===== src/rtl/dk_sfx_sequencer.sv =====
// Sample-rate strobe generator and trigger sequencer for the discrete sound blocks.
// CPU latch levels become sample-aligned active-low enables with minimum on/off times.
module dk_sfx_sequencer #(
  parameter int CLOCK_RATE  = 768000,
  parameter int SAMPLE_RATE = 48000,
  parameter int NUM_CH      = 3,
  parameter int MIN_ON      = 4,
  parameter int MIN_OFF     = 8
) (
  input  logic              clk,
  input  logic              I_RSTn,
  input  logic [NUM_CH-1:0] trig,
  output logic              audio_clk_en,
  output logic [NUM_CH-1:0] sfx_en_n,
  output logic [NUM_CH-1:0] busy
);

  localparam int DIV     = CLOCK_RATE / SAMPLE_RATE;
  localparam int DIV_W   = (DIV > 2) ? $clog2(DIV) : 1;
  localparam int REM_MAX = (MIN_ON > MIN_OFF) ? MIN_ON : MIN_OFF;
  localparam int REM_W   = ($clog2(REM_MAX) > 0) ? $clog2(REM_MAX) : 1;

  localparam logic [DIV_W-1:0] DIV_LAST = DIV_W'(DIV - 1);
  localparam logic [DIV_W-1:0] DIV_PRE  = DIV_W'(DIV - 2);
  localparam logic [REM_W-1:0] ON_LOAD  = REM_W'(MIN_ON - 1);
  localparam logic [REM_W-1:0] OFF_LOAD = REM_W'(MIN_OFF - 1);
  localparam logic [REM_W-1:0] REM_ZERO = {REM_W{1'b0}};
  localparam logic [REM_W-1:0] REM_ONE  = REM_W'(1);

  typedef enum logic [1:0] {
    ST_IDLE    = 2'd0,
    ST_ON      = 2'd1,
    ST_HOLDOFF = 2'd2
  } state_t;

  logic [DIV_W-1:0]  div_cnt_r;
  logic              strobe_r;
  logic [NUM_CH-1:0] trig_q_r;
  logic [NUM_CH-1:0] pending_r;
  logic [NUM_CH-1:0] en_n_r;
  logic [NUM_CH-1:0] busy_r;
  state_t            state_r [NUM_CH];
  logic [REM_W-1:0]  rem_r [NUM_CH];

  logic [NUM_CH-1:0] edge_s;
  logic [NUM_CH-1:0] consume_s;
  logic [NUM_CH-1:0] pending_next_s;
  state_t            state_next_s [NUM_CH];
  logic [REM_W-1:0]  rem_next_s [NUM_CH];

  assign audio_clk_en = strobe_r;
  assign sfx_en_n     = en_n_r;
  assign busy         = busy_r;

  // Channel next-state and one-deep request queue; FSMs advance only in strobe cycles.
  always_comb begin
    edge_s    = trig & ~trig_q_r;
    consume_s = {NUM_CH{1'b0}};
    for (int ch = 0; ch < NUM_CH; ch++) begin
      state_next_s[ch] = state_r[ch];
      rem_next_s[ch]   = rem_r[ch];
      if (strobe_r) begin
        case (state_r[ch])
          ST_IDLE: begin
            if (pending_r[ch]) begin
              state_next_s[ch] = ST_ON;
              rem_next_s[ch]   = ON_LOAD;
              consume_s[ch]    = 1'b1;
            end else begin
              state_next_s[ch] = ST_IDLE;
            end
          end
          ST_ON: begin
            if (rem_r[ch] != REM_ZERO) begin
              rem_next_s[ch] = rem_r[ch] - REM_ONE;
            end else if (!trig[ch]) begin
              state_next_s[ch] = ST_HOLDOFF;
              rem_next_s[ch]   = OFF_LOAD;
            end else begin
              state_next_s[ch] = ST_ON;
            end
          end
          ST_HOLDOFF: begin
            if (rem_r[ch] != REM_ZERO) begin
              rem_next_s[ch] = rem_r[ch] - REM_ONE;
            end else if (pending_r[ch]) begin
              state_next_s[ch] = ST_ON;
              rem_next_s[ch]   = ON_LOAD;
              consume_s[ch]    = 1'b1;
            end else begin
              state_next_s[ch] = ST_IDLE;
            end
          end
          default: begin
            state_next_s[ch] = ST_IDLE;
            rem_next_s[ch]   = REM_ZERO;
          end
        endcase
      end else begin
        state_next_s[ch] = state_r[ch];
      end
    end
    // A fresh edge in a consume cycle must survive, so it is OR-ed in last.
    pending_next_s = (pending_r & ~consume_s) | edge_s;
  end

  // Divider, strobe, edge history, channel state and next-state-decoded outputs.
  always_ff @(posedge clk) begin
    if (!I_RSTn) begin
      div_cnt_r <= {DIV_W{1'b0}};
      strobe_r  <= 1'b0;
      trig_q_r  <= {NUM_CH{1'b0}};
      pending_r <= {NUM_CH{1'b0}};
      en_n_r    <= {NUM_CH{1'b1}};
      busy_r    <= {NUM_CH{1'b0}};
      for (int ch = 0; ch < NUM_CH; ch++) begin
        state_r[ch] <= ST_IDLE;
        rem_r[ch]   <= REM_ZERO;
      end
    end else begin
      div_cnt_r <= (div_cnt_r == DIV_LAST) ? {DIV_W{1'b0}} : div_cnt_r + DIV_W'(1);
      strobe_r  <= (div_cnt_r == DIV_PRE);
      trig_q_r  <= trig;
      pending_r <= pending_next_s;
      for (int ch = 0; ch < NUM_CH; ch++) begin
        state_r[ch] <= state_next_s[ch];
        rem_r[ch]   <= rem_next_s[ch];
        en_n_r[ch]  <= (state_next_s[ch] != ST_ON);
        busy_r[ch]  <= (state_next_s[ch] != ST_IDLE) | pending_next_s[ch];
      end
    end
  end

endmodule


===== config.mk =====
export PLATFORM = sky130hd
export DESIGN_NAME = dk_sfx_sequencer
export DESIGN_NICKNAME = d
export VERILOG_FILES = /design/src/rtl/dk_sfx_sequencer.sv
export SDC_FILE = /design/constraint.sdc
export NUM_CORES = 1
export LEC_CHECK = 0
export ABC_AREA = 1
export CAP_MARGIN = 20
export CORE_ASPECT_RATIO = 0.75
export CORE_MARGIN = 2
export CORE_UTILIZATION = 52
export CTS_BUF_LIST = sky130_fd_sc_hd__clkbuf_8 sky130_fd_sc_hd__clkbuf_16
export DETAILED_ROUTE_END_ITERATION = 10
export PLACE_DENSITY = 0.75
export SLEW_MARGIN = 20
export SYNTH_ARGS = -nofsm -noshare
export SYNTH_HDL_FRONTEND = slang
export SYNTH_SLANG_ARGS = --single-unit

===== constraint.sdc =====
create_clock -name clk -period 1.1 [get_ports clk]
set_input_delay 0.33 -clock clk [delete_from_list [all_inputs] [get_ports clk]]
set_output_delay 0.33 -clock clk [all_outputs]
set_load 0.02 [all_outputs]

After elaboration in Yosys (flattened, before gate mapping)
Memories as Yosys holds them, arrays and structs flattened.
Cells that the tools add are included.
- memory bits (writable): 15
- word-level logic and storage cells: 104
- memories: 2
- bits in registers: 17
- bits of input ports: 5
- add/subtract/negate cells: 4
- equality and inequality tests: 11
- reduce and logical (&&, ||, !) cells: 10
- muxes and demuxes: 56
- bitwise gates (word level): 15
- memories (memory ; words ; bits a word ; rd ports ; clocked after memory_dff ; write ports ; line ; RTL):
    rem_r ; 3 ; 3 ; 3 ; 0 ; 3 ; 43 ; logic [REM_W-1:0] rem_r [NUM_CH];
    state_r ; 3 ; 2 ; 3 ; 0 ; 3 ; 42 ; state_t state_r [NUM_CH];
- operators with widths (operator ; number):
    two-way mux 3 bit ; 18
    two-way mux 2 bit ; 15
    case mux 3 bit (3 select lines) ; 3
    case mux 2 bit (3 select lines) ; 3
    two-way mux 1 bit ; 14
    bitwise OR 1 bit ; 9
    nonzero test 3 bit ; 3
    subtractor 3 x 1 -> 3 bit, second input constant ; 3
    == test 4 bit, second input constant ; 2
    AND 3 bit ; 2
    == test 2 x 1 -> 1 bit, second input constant ; 3
    == test 2 bit, second input constant ; 3
    zero test 2 bit ; 3
    != test 2 x 1 -> 1 bit, second input constant ; 3
    NOT 3 bit ; 2
    case mux 1 bit (2 select lines) ; 3
    nonzero test 2 bit ; 3
    adder 4 x 1 -> 4 bit, second input constant ; 1
    bitwise OR 3 bit ; 1
    OR reduction 2 bit ; 1
    NOT 1 bit ; 1

Logic depth before layout (Yosys ltp)
An unclocked memory read counts as a cell.
- depth after elaboration: 9
- mapped depth: 10

Worst setup path before layout
Ideal clock, no wire load.
- path type: register to register
- from: memory rem_r[0][0] in the netlist's numbering
- to: memory rem_r[0][0] in the netlist's numbering
- stages on the path, launching flop included: 11
- data required time: 0.986 ns
- arrival time: 1.086 ns
- path slack: -0.099 ns
- library setup time: 0.114 ns
- cell sequence: dfxtp_1 -> inv_1 -> ha_1 -> inv_1 -> nor2_1 -> nand2_1 -> nor2_4 -> nor2_2 -> nand2_1 -> nand2_1 -> nor2_1
- RTL lines (what ; line):
    start, declared ; 43

==> impl_metrics.tcl <==
set metrics [dict create \
    clock_sinks 32 \
    ys_ff_latch 32 \
    seqPwrFrac 0.479 \
    final_hold_viol_count 0 \
    drive_above_1_share 0.463 \
    dieArea_um2 3840 \
    p_comb_frac 0.081 \
    rsz0062_at_grt "yes" \
    fillers 213 \
    seq_area_um2 652 \
    timing.final.ws_setup_ns -0.153 \
    die_h_um 54.2 \
    first_global_vias 1612 \
    wl_per_cell_um 13.0 \
    syn-num-nets 273 \
    ant_nets 0 \
    crit_arrival_ns 1.43 \
    internal-power_uw 1960 \
    vias 1789 \
    die_x_um 70.9 \
    dr.pass1.iters 4 \
    htree_levels 2 \
    setup_viol 20 \
    crit_required_ns 1.28 \
    p_per_area_nw_per_um2 982 \
    end_kind "flip-flop" \
    finClkSkew_ns 0.00258 \
    synth_area_um2 1750 \
    drc_errors 0 \
    grt_max_degree 17 \
    gp_congestion 0.898 \
    clock_latency_ns 0.28 \
    switchingPower_uw 597 \
    holdWs_ns 0.477 \
    violations "negative setup slack" \
    clkTransAtPathRegs_ns 0.07 \
    grt_use_total 0.228 \
    crit_type "flip-flop to flip-flop" \
    cts_buffers 5 \
    grt_pass1_wl_um 6780 \
    multiInputGateArea_um2 1230 \
    io_pins 12 \
    portBuffers 11 \
    cp_max_fo 3 \
    tightest_slew_ns 0.376 \
    dp_slack_ns -0.415 \
    peakVddDrop_uv 1040 \
    synth.yosys.warnings 0 \
    synth.avg_cell_area_um2 6.71 \
    leakage_uw 0.00122 \
    period_share 1.14 \
    via_per_inst 5.10 \
    final_cell_mix "nand2_1 (51), buf_4 (35), inv_1 (25)" \
    max_clock_freq_mhz 798 \
    syn2layout_area_growth_pct 49.0 \
    cap_viol_max_count 0 \
    netlist_instances 260 \
    synthArstFlopShare 0 \
    p_sw_frac 0.234 \
    synth_ff_type "dfxtp_1" \
    outcome "finished with violations" \
    final_common_cell "nand2_1" \
    period_needed_ns 1.25 \
    antenna_cells_inserted 0 \
    crit_path_start_kind "flip-flop" \
    drtIter0Drc 112 \
    p_clk_frac 0.440 \
    cts_tree "yes" \
    hp-class "flip-flop to flip-flop" \
    final_util 0.802 \
    row_count 18 \
    final_nets 323 \
    root_buffer "clkbuf_8" \
    clockBufferDepth 2 \
    synth_edf_count 0 \
    drt-total-wl_um 4550 \
    slew_headroom 0.749 \
    core-area_um2 3240 \
    synth_seq_area_share 0.367 \
    ys_types 21 \
    grt_overflow 0 \
    antenna_found_initial 0 \
    slew_viol_final 0 \
    initial_core_util 0.538 \
    dp_hpwl_um 2860 \
    ff2ff_setup_slack_ns -0.15 \
]
## kinds of logic after synthesis
| logic type | after synthesis | synth area share |
|---|---|---|
| flops | 32 | 0.367 |
| fa+ha+maj | 8 | 0.0573 |
| xor+xnor | 1 | 0.00502 |
| buf+inv | 50 | 0.112 |
| simple gates | 143 | 0.384 |
| compound gates | 26 | 0.0746 |
## metrics by stage
step / total power (uW) / TNS, ns / instances / cell area [um2]
final: 2550 / -1.57 / 351 / 2600
after global routing: 2630 / -3.20 / 351 / 2600
after global placement: 1430 / -9.08 / 338 / 2160
after floorplan: 1340 / -0.0815 / 260 / 1790
after CTS: 2560 / -1.13 / 351 / 2440
after detailed placement: 1430 / -9.42 / 338 / 2160
## area by class of cell
cell class / instances / share of cell area
Timing Repair Buffer: 47 / 0.146
Inverter: 46 / 0.0693
Clock buffer: 5 / 0.0265
Multi-Input combinational cell: 178 / 0.472
Tap cell: 40 / 0.0192
Sequential cell: 32 / 0.251
Clock inverter: 3 / 0.0164
## registers in the layout (all words and copies together), names as in the netlist
register      count
audio_clk_en      1
busy              3
div_cnt_r         4
pending_r         3
rem_r             9
sfx_en_n          3
state_r           6
trig_q_r          3
## critical path, cell delays in order (launching register included)
cell and delay (ns):
dfxtp_2 0.34, inv_4 0.07, ha_4 0.16, inv_2 0.04
nor2_2 0.09, nand2_2 0.07, nor2_4 0.14, nor2_4 0.06
a21oi_2 0.12, nor2_1 0.05
## cell usage after synthesis, types with 2 or more instances
master | n | share of area
nand2_1 | 61 | 0.13
nand4_1 | 5 | 0.018
dfxtp_1 | 32 | 0.37
ha_1 | 8 | 0.057
buf_2 | 3 | 0.0086
a21oi_1 | 20 | 0.057
nor2_1 | 24 | 0.052
nand3_1 | 38 | 0.11
nand2_2 | 2 | 0.0072
inv_2 | 6 | 0.013
inv_1 | 40 | 0.086
nor2_2 | 2 | 0.0072
nor2_4 | 2 | 0.013
nand3b_1 | 3 | 0.013
nand2_4 | 3 | 0.019
o21ai_0 | 6 | 0.017
## per-layer routing
layer	share of wire	vias to the layer above	GRT usage
li1	-	921	-
met1	0.44	826	0.271
met2	0.51	38	0.402
met3	0.042	4	0.0655
met4	0.0066	0	0.0786
met5	0	-	0
## power groups by stage
stage          Clock, uW  Combinational (uW)  Sequential [uW]
2_1_floorplan          0                86.9             1260
3_3_place_gp           0                 182             1250
3_5_place_dp           0                 188             1250
4_1_cts             1150                 188             1220
5_1_grt             1180                 223             1230
6_report            1120                 206             1220
## path summary, 6_finish.rpt
kind | start | endpoint | depth (start not counted)
worst max register to register | rem_r[0][0] | rem_r[0][0] | 9
worst min register to register | div_cnt_r[0] | div_cnt_r[0] | 1
worst max-delay path | rem_r[0][0] | rem_r[0][0] | 9
worst min-delay path | div_cnt_r[0] | div_cnt_r[0] | 1
## repair_timing
action	CTS	global route
endpoints found under the setup margin	31	29
pin swaps	22	24
hold buffers	0	0
gates resized for setup	73	45
buffers inserted	5	0
(Power assumes the default switching activity.)
==> patch, RTL diff (same flow settings) <==
Set the parameter `SAMPLE_RATE` to 24000 (it was 48000).
--- a/src/rtl/dk_sfx_sequencer.sv
+++ b/src/rtl/dk_sfx_sequencer.sv
@@ -2,7 +2,7 @@
 // CPU latch levels become sample-aligned active-low enables with minimum on/off times.
 module dk_sfx_sequencer #(
   parameter int CLOCK_RATE  = 768000,
-  parameter int SAMPLE_RATE = 48000,
+  parameter int SAMPLE_RATE = 24000,
   parameter int NUM_CH      = 3,
   parameter int MIN_ON      = 4,
   parameter int MIN_OFF     = 8
Behaviour: same outputs for any inputs over 10 cycles, from zero or initial values and one cycle with I_RSTn low; that may be too few to reach the edited logic, so the function may still have changed.
==> patch against the unedited design <==
  * Sequential cell count grew 1
  * Non-clock buffer count grew 13
  * Total power shrank 2.1%
  * Area after synthesis grew 0.65%
  * Clock power shrank 9.8%
  * Maximum frequency shrank 5.6%
  * Largest cell class unchanged
  * Routed wire length grew 8.8%
  * Critical path depth grew 2
  * Design area grew 3.8%
  * Synthesized cell count grew 3.1%
  * Hold slack lost 0.039 ns
  * The run still ends with negative setup slack left
  * Setup slack lost 0.074 ns
==> patch: results (changes against the unedited design) <==
global_routing:
  grt_use_met2: 0.410  # +0.00779
  grt_max_degree: 13  # -4
  grtUsageTotal: 0.240  # +0.0121
  grt_pass1_wl_um: 7140  # +5.4%
  grt_use_met3: 0.0626  # -0.00293
  met1_usage: 0.301  # +0.0298
logic_synthesis:
  synthCells: 268  # +3.1%
  yosys-top-cells-count: "nand2_1 (73), inv_1 (47), dfxtp_1 (33), nand3_1 (28), nor2_1 (22)"
  synth_nets: 282  # +3.3%
  synth_area_leaders: "dfxtp_1 (38%), nand2_1 (16%), inv_1 (10%)"
sta:
  finalSetupViolCount: 24  # +20%
  worst_pin_slew_ns: 0.420  # +0.0434 ns
  layout_setup_ws_ns: -0.227  # -0.0739 ns
  finClkSkew_ns: 0.00702  # +0.00444 ns
route:
  route.met2.wl_um: 2410  # +4.4%
  drt_wl_total_um: 4950  # +8.8%
  drt-met1-wl_um: 2200  # +9.0%
cells_and_area:
  top_regs: "rem_r (9), state_r (6), div_cnt_r (5)"
  finalNonFillerCells: 373  # +6.3%
place:
  place_inst: 354  # +4.7%
  post-place-ws_ns: -0.491  # -0.0759 ns
  placed_cell_area_mm2: 0.00226  # +4.9%
  place.gp.congestion: 0.835  # -6.9%
power_and_ir_drop:
  p_clk_frac: 0.402  # -0.038
  p_leak_nw: 1.28  # +4.8%
  p_seq_mw: 1.26  # +3%
  p_sw_uw: 598  # +0.22%
setup_path:
  rr_worst_depth: 11  # +2
  critPathLaunch: "rem_r[0][6]"
status:
  status: "finished, violations left"
  violations: "negative setup slack"
min_path:
  hold_end: "pending_r[0]"
  min_from: "trig_q_r[0]"
-- patch: cell count changes in the layout (fill, tap and decap cells not counted), moves of 2 or more --
cell	unedited run	this run
dfxtp_2	9	11
nor2_2	3	6
nor2_1	20	14
o211ai_1	0	3
buf_4	35	47
nand3_2	20	8
nand2_8	3	1
clkbuf_8	5	7
nand2_1	51	61
inv_1	25	34
inv_2	18	14
nand2_4	3	5
o21ai_1	0	6
-- patch: cells by family (layout without fill, tap and decap cells) --
family,Yosys count,after routing,synth area share
AOI/OAI and AO/OA,35,35,0.104
DFF,33,33,0.376
adders and majority gates,9,9,0.0641
and+or+nand+nor,137,137,0.339
buffers and inverters,54,119,0.117
-- patch: cell type report --
class,count,area [um^2]
well taps,40,50.0
fillers,206,566
repair buffers,60,480
flip-flops and latches,33,674
inverters,51,201
multi-input cells,181,1190
clock inverters,1,5.00
clock buffers,7,96.3
-- patch: timing repair --
item | 4_1_cts | 5_1_grt
cloned | 0 | 0
pin swaps | 25 | 24
gates resized for setup | 73 | 45
setup buffers | 7 | 5
setup endpoints to repair | 36 | 32
endpoints found under the hold margin | 0 | 0
-- patch: per-stage QoR --
| stage | utilization | hold slack (ns) | setup TNS, ns |
|---|---|---|---|
| 2_1_floorplan | - | 0.431 | -0.332 |
| 3_3_place_gp | 0.693 | 0.441 | -11.93 |
| 3_5_place_dp | 0.693 | 0.454 | -12.60 |
| 4_1_cts | 0.777 | 0.466 | -2.26 |
| 5_1_grt | 0.827 | 0.473 | -4.93 |
| 6_report | 0.827 | 0.438 | -3.01 |
-- patch: worst reg2reg max path: cells and delay by family (launching register included) --
family / cells / cell delay [ns]
adder cells (fa/ha/maj): 1 / 0.17
AND/OR/NAND/NOR: 6 / 0.39
buffers and inverters: 3 / 0.24
flip-flops: 1 / 0.33
AO/OA/AOI/OAI: 1 / 0.13
